===== config.mk =====
export PLATFORM = sky130hd
export DESIGN_NAME = fetch_mem_unit
export DESIGN_NICKNAME = d
export VERILOG_FILES = /design/src/rtl/fetch_mem_unit.sv
export SDC_FILE = /design/constraint.sdc
export NUM_CORES = 1
export LEC_CHECK = 0
export ABC_AREA = 1
export CAP_MARGIN = 20
export CORE_MARGIN = 2
export CORE_UTILIZATION = 40
export DETAILED_ROUTE_END_ITERATION = 10
export PLACE_DENSITY_LB_ADDON = 0.3
export SYNTH_ARGS = -nofsm -noshare
export SYNTH_HDL_FRONTEND = slang
export SYNTH_SLANG_ARGS = --single-unit

===== constraint.sdc =====
create_clock -name clk -period 1.49 [get_ports clk]
set_input_delay 0.3725 -clock clk [delete_from_list [all_inputs] [get_ports clk]]
set_output_delay 0.3725 -clock clk [all_outputs]
set_load 0.02 [all_outputs]

===== src/rtl/fetch_mem_unit.sv =====
// PC/IR/MDR datapath for the multicycle core. Bridges control-side memory
// strobes onto a variable-latency req/ready memory and stalls control while an access is pending.
module fetch_mem_unit #(
    parameter logic [31:0] RESET_PC = 32'h0000_0000,
    parameter int          TIMEOUT  = 16
) (
    input  logic        clk,
    input  logic        rst,
    input  logic        PCWrite,
    input  logic        Branch,
    input  logic        Cond,
    input  logic [1:0]  PCSource,
    input  logic        IRWrite,
    input  logic        MemRead,
    input  logic        MemWrite,
    input  logic        IorD,
    input  logic [31:0] alu_result,
    input  logic [31:0] alu_out,
    input  logic        zero,
    input  logic [31:0] store_data,
    input  logic [31:0] mem_rdata,
    input  logic        mem_ready,
    output logic        mem_req,
    output logic        mem_we,
    output logic [31:0] mem_addr,
    output logic [31:0] mem_wdata,
    output logic [31:0] pc,
    output logic [31:0] ir,
    output logic [5:0]  opcode,
    output logic [31:0] mdr,
    output logic        stall,
    output logic        err_timeout,
    output logic        err_illegal
);

    localparam int CW = $clog2(TIMEOUT + 1);

    typedef enum logic {IDLE, WAIT} state_t;

    state_t        state_r, state_s;
    logic [31:0]   addr_r, wdata_r;
    logic          we_r;
    logic [CW-1:0] cnt_r;
    logic [31:0]   pc_r, ir_r, mdr_r;
    logic          err_timeout_r, err_illegal_r;

    logic          req_s, we_s, done_s, stall_s, take_s;
    logic [31:0]   addr_s, wdata_s, pc_next_s;

    // Memory-side request selection and FSM next state.
    always_comb begin
        state_s = state_r;
        req_s   = 1'b0;
        we_s    = 1'b0;
        addr_s  = 32'h0000_0000;
        wdata_s = 32'h0000_0000;
        case (state_r)
            IDLE: begin
                req_s   = MemRead | MemWrite;
                we_s    = MemWrite;
                addr_s  = (IorD ? alu_out : pc_r) & 32'hFFFF_FFFC;
                wdata_s = store_data;
                if (req_s && !mem_ready) begin
                    state_s = WAIT;
                end else begin
                    state_s = IDLE;
                end
            end
            WAIT: begin
                // Captured request is replayed; control inputs are ignored until completion.
                req_s   = 1'b1;
                we_s    = we_r;
                addr_s  = addr_r;
                wdata_s = wdata_r;
                if (mem_ready) begin
                    state_s = IDLE;
                end else begin
                    state_s = WAIT;
                end
            end
            default: begin
                state_s = IDLE;
            end
        endcase
    end

    assign stall_s = req_s & ~mem_ready;
    assign done_s  = req_s & mem_ready;
    assign take_s  = PCWrite | (Branch & (zero ^ Cond));

    // PC source mux.
    always_comb begin
        pc_next_s = pc_r;
        case (PCSource)
            2'b00:   pc_next_s = alu_result;
            2'b01:   pc_next_s = alu_out;
            2'b10:   pc_next_s = {pc_r[31:28], ir_r[25:0], 2'b00};
            2'b11:   pc_next_s = pc_r;
            default: pc_next_s = pc_r;
        endcase
    end

    // State, captured request, wait counter, architectural registers and sticky errors.
    always_ff @(posedge clk) begin
        if (rst) begin
            state_r       <= IDLE;
            addr_r        <= 32'h0000_0000;
            wdata_r       <= 32'h0000_0000;
            we_r          <= 1'b0;
            cnt_r         <= '0;
            pc_r          <= RESET_PC;
            ir_r          <= 32'h0000_0000;
            mdr_r         <= 32'h0000_0000;
            err_timeout_r <= 1'b0;
            err_illegal_r <= 1'b0;
        end else begin
            state_r <= state_s;
            if (state_r == IDLE) begin
                addr_r  <= addr_s;
                wdata_r <= wdata_s;
                we_r    <= we_s;
                cnt_r   <= '0;
            end else if (stall_s) begin
                if (cnt_r != CW'(TIMEOUT)) begin
                    cnt_r <= cnt_r + CW'(1);
                end else begin
                    cnt_r <= cnt_r;
                end
                // The initial IDLE stall plus TIMEOUT waiting cycles exceeds the limit.
                if (cnt_r == CW'(TIMEOUT - 1)) begin
                    err_timeout_r <= 1'b1;
                end else begin
                    err_timeout_r <= err_timeout_r;
                end
            end else begin
                cnt_r <= cnt_r;
            end
            if (done_s && !we_s) begin
                mdr_r <= mem_rdata;
                if (IRWrite) begin
                    ir_r <= mem_rdata;
                end else begin
                    ir_r <= ir_r;
                end
            end else begin
                mdr_r <= mdr_r;
            end
            if (take_s && !stall_s) begin
                pc_r <= pc_next_s;
            end else begin
                pc_r <= pc_r;
            end
            if (MemRead && MemWrite) begin
                err_illegal_r <= 1'b1;
            end else begin
                err_illegal_r <= err_illegal_r;
            end
        end
    end

    assign mem_req     = req_s;
    assign mem_we      = we_s;
    assign mem_addr    = addr_s;
    assign mem_wdata   = wdata_s;
    assign stall       = stall_s;
    assign pc          = pc_r;
    assign ir          = ir_r;
    assign opcode      = ir_r[31:26];
    assign mdr         = mdr_r;
    assign err_timeout = err_timeout_r;
    assign err_illegal = err_illegal_r;

endmodule


## Yosys cells after proc, flatten, opt, wreduce, memory -nomap -nowiden

Index checks and enable logic that the tools add are counted.

| cells by class | value |
|---|---|
| $add $sub $neg | 1 |
| reductions and logical operators | 14 |
| multiplexer cells | 9 |
| eq/ne operators | 5 |
| bitwise gates (word level) | 10 |

Operators with widths:

| kind | count |
|---|---|
| $pmux 32 s2 | 2 |
| $pmux 32 s3 | 1 |
| $mux 32 | 1 |
| $pmux 1 s2 | 3 |
| $reduce_and 2->1 | 3 |
| $reduce_and 3->1 | 2 |
| $add 5x1->5 const B | 1 |
| $eq 5x4->1 const B | 1 |
| $ne 5x5->1 const B | 1 |
| $eq 2x2->1 const B | 2 |
| $logic_and 1x1->1 | 4 |
| $not 1->1 | 4 |
| $and 1x1->1 | 3 |
| $logic_not 1->1 | 3 |
| $eq 2x1->1 const B | 1 |
| $logic_not 2->1 | 1 |
| $mux 1 | 2 |
| $or 1x1->1 | 2 |
| $reduce_or 2->1 | 1 |
| $xor 1x1->1 | 1 |

| word-level totals | value |
|---|---|
| input bits | 141 |
| register bits after elaboration | 169 |
| output and inout port bits | 171 |

## Depth between registers and ports, before layout

| depth | value |
|---|---|
| depth in word-level cells | 6 |
| mapped depth | 10 |

## Least setup slack after synthesis

Ideal clock, no wire load.

| timing | value |
|---|---|
| path type | in2out |
| from | input port IorD |
| to | output port mem_addr[2] |
| arrival time | 1189 ps |
| path buffers | 2 |
| cell stages on the path | 6 |
| path slack | -72 ps |
| cells stage by stage | clkbuf_1 > clkbuf_1 > o21ai_0 > nand2_1 > o21a_1 > inv_1 |

| between the ends | value |
|---|---|
| longest elaborated chain between the ends | 2 |

Ends and longest elaborated chain:

| item | RTL line | source |
|---|---|---|
| start, declared | 16 | `input logic IorD,` |
| $mux 32 | 61 | `addr_s = (IorD ? alu_out : pc_r) & 32'hFFFF_FFFC;` |
| $pmux 32 s2 | 57 | `case (state_r)` |
| end, declared | 25 | `output logic [31:0] mem_addr,` |

No other way between the ends.

## Worst setup path after layout

| timing | value |
|---|---|
| from | register state_r |
| to | output port mem_wdata[11] |

| between the ends | value |
|---|---|
| longest elaborated chain between the ends | 2 |

Ends and longest elaborated chain:

| item | RTL line | source |
|---|---|---|
| start, declared | 40 | `state_t state_r, state_s;` |
| start signal, assigned | 117 | `state_r <= state_s;` |
| $not 1->1 | - |  |
| $pmux 32 s2 * | 57 |  |
| end, declared | 26 | `output logic [31:0] mem_wdata,` |

Mark *: on every way between the ends. The rest lies on a longest branch, timed or not.

==> metrics.cfg <==
[global_route]
grt_antenna_before_repair=0
grt_pass1_wl_um=45700
first_global_vias=8880
grt-ovfl-total=0
grt_max_degree=67
grt_use_total_pct=28.5

[critical_path]
max_stage_delay_ns=0.38
cp_max_fo=10
path_cells=buf_4 -> buf_6 -> buf_16 -> nand2_2 -> nand2_1 -> buf_6
r2r_cells=10
cp_slowest_cell=dfxtp_4
critPathMostFrequentCell=buf_6
cp-end-kind=output pin
crit_arrival_ns=1.58
critPathKind=reg2out
crit_required_ns=1.12
worst_setup_path_start_kind=register

[finish]
multi_input_area_sq_um=3920
finalCoreUtilization_pct=69.9
register_area_sq_um=3390
area_delta_synth_final_pct=71.8
drive_gt1_share_pct=28.2
fillers=1598
antennaDiodeCount=0
nets=1773
final_area_sq_um=13600

[power_and_ir_drop]
pwr-share-clk_pct=33.9
power.net_switching_mw=4.28
power_frac_comb_pct=28.3
p_sw_share_pct=32.4
p_int_mw=8.94
power.density_nw_per_um2=974
pwr-share-seq_pct=37.8
p_leak_nw=6.62
peakVddDrop_v=0.000752

[die]
die_x_um=144
dieArea_sq_um=20900
start_util_pct=40.7
die_y_um=144
core_region_area_sq_um=19400
pin_count=312
placementRows=51

[logic_synthesis]
ys_warn_count=0
synth_top_area_share_pct=42.9
async_reset_ff_share_pct=0
synth_common_cells=nand2_1 (329), nor2_1 (240), dfxtp_1 (169), inv_1 (122), nand3_1 (57)
synth_nets=1336
avgSynthCellArea_sq_um=6.64
yosysTopAreaCell=dfxtp_1
ys_ff_latch=169
yosysMostFrequentCell=nand2_1
yosysUniqueCellTypes=31
synthTopCellsByArea=dfxtp_1 (43%), nand2_1 (16%), nor2_1 (11%)
synth_cells=1189
synth_edf_count=0
synthFlopType=dfxtp_1
synth-seq-area-share_pct=42.9
syn_area_sq_um=7900

[sta]
setup_violations=163
slew_viol_final=0
period_needed_ns=1.95
fin_crit_sh_pct=131
clock.fmax_mhz=512
fin_skew_ns=0.0131
worstMarginPinSlew_ns=0.332
hold_viol=0
rsz0062_at_grt=true
setup_slack_ns=-0.464
max_slew_margin_pct=77.8

[detailed_routing]
drt-pass1-iter-count=5
dr_total_vias=9168
vias_per_cell=4.82
drcViolationCount=0
wl_per_cell_um=16.2
totalWireLength_um=30900
drtIter0Drc=332
ant_nets=0

[run]
drv_cap=0

[placement]
place_hpwl_um=19900
place_area_sq_um=12300
pre_cts_ws_ns=-0.813
gp_congestion=0.914
numPortBuffers=311

[clock_network]
cts.sinks=169
cts.clk_slew.worst_paths_ns=0.07
ctsRootBufferMaster=clkbuf_16
cts_max_path_buffers=2
htreeDepth=4
ctsHoldBuffers=0
cts_made_buffers=17
cts_tree=built
clk_latency_ns=0.43

[hold_path]
whs_path_depth=2
hold_path_class=in2reg

[status]
outcome=finished, violations left
violations=setup timing

[layout make-up]
type / instances / share of cell area [%]
clock inverters: 14 / 1.09
flip-flops and latches: 169 / 25.0
repair buffers: 496 / 35.8
clock buffers: 18 / 3.24
multi-input cells: 815 / 28.9
well taps: 265 / 2.44
inverters: 127 / 3.58
[cells in the final DEF (no fill, tap or decap), drive strengths merged, types with 31 or more instances in the layout]
| cell | count |
|---|---|
| dfxtp | 169 |
| o21a | 31 |
| inv | 135 |
| nor2 | 244 |
| clkbuf | 34 |
| buf | 279 |
| nand3 | 59 |
| a21oi | 35 |
| nand3b | 32 |
| nand2 | 333 |
| clkdlybuf4s50 | 135 |
| clkdlybuf4s15 | 47 |
| o21ai | 65 |
[power by group through the flow]
stage,logic (mW),registers [mW],clock network (mW)
after floorplan,1.37,5.31,0
after global placement,3.42,5.07,0
after detailed placement,3.47,5.08,0
after CTS,3.67,4.99,4.52
after global routing,4.03,5.03,4.72
final,3.74,5.00,4.47
[critical path, delay by kind of cell, from the launching register on]
kind	cells	cell delay [ns]
flops	1	0.38
simple gates	2	0.14
buf+inv	4	0.63
[metal layers]
layer	wire length (um)	vias to the layer above	part of all wire (%)	track usage (%)
met3	2760	64	8.9	9.17
met5	0	-	0	0
li1	-	4533	-	-
met2	15200	345	49	50.1
met4	1040	0	3.4	12.6
met1	11900	4226	38	31.3
[repair_timing]
item | 4_1_cts | 5_1_grt
buffers inserted | 20 | 3
resized for setup | 683 | 60
pin swaps | 7 | 4
cloned | 13 | 3
endpoints found under the setup margin | 267 | 222
[per-stage QoR]
step | total power, mW | instances | hold WS [ns] | setup TNS (ns)
after floorplan | 6.67 | 1189 | 0.426 | -0.0147
after global routing | 13.8 | 1904 | 0.194 | -62.83
after detailed placement | 8.55 | 1834 | 0.458 | -84.74
after global placement | 8.49 | 1834 | 0.452 | -81.79
after CTS | 13.2 | 1899 | 0.196 | -46.41
final | 13.2 | 1904 | 0.208 | -50.13
[sequential cells by signal (all words and copies together), names as in the netlist]
register,cells
ir,32
err_illegal,1
cnt_r,5
pc,32
we_r,1
mdr,32
err_timeout,1
addr_r,32
wdata_r,32
state_r,1
[worst paths after layout]
path	start	to	slack, ns
worst max-delay path	state_r	mem_wdata[11]	-0.46
worst min-delay path	rst	state_r	0.21
worst max register to register	state_r	ir[11]	-0.35
worst min register to register	wdata_r[20]	wdata_r[20]	0.47
[logic make-up after synthesis]
group                    synth area share, %
buffers and inverters                   11.0
flip-flops                              42.9
AO/OA/AOI/OAI                           9.56
adder cells (fa/ha/maj)                0.951
AND/OR/NAND/NOR                         35.5
XOR/XNOR                               0.222
Power figures use the tool's default switching activity.
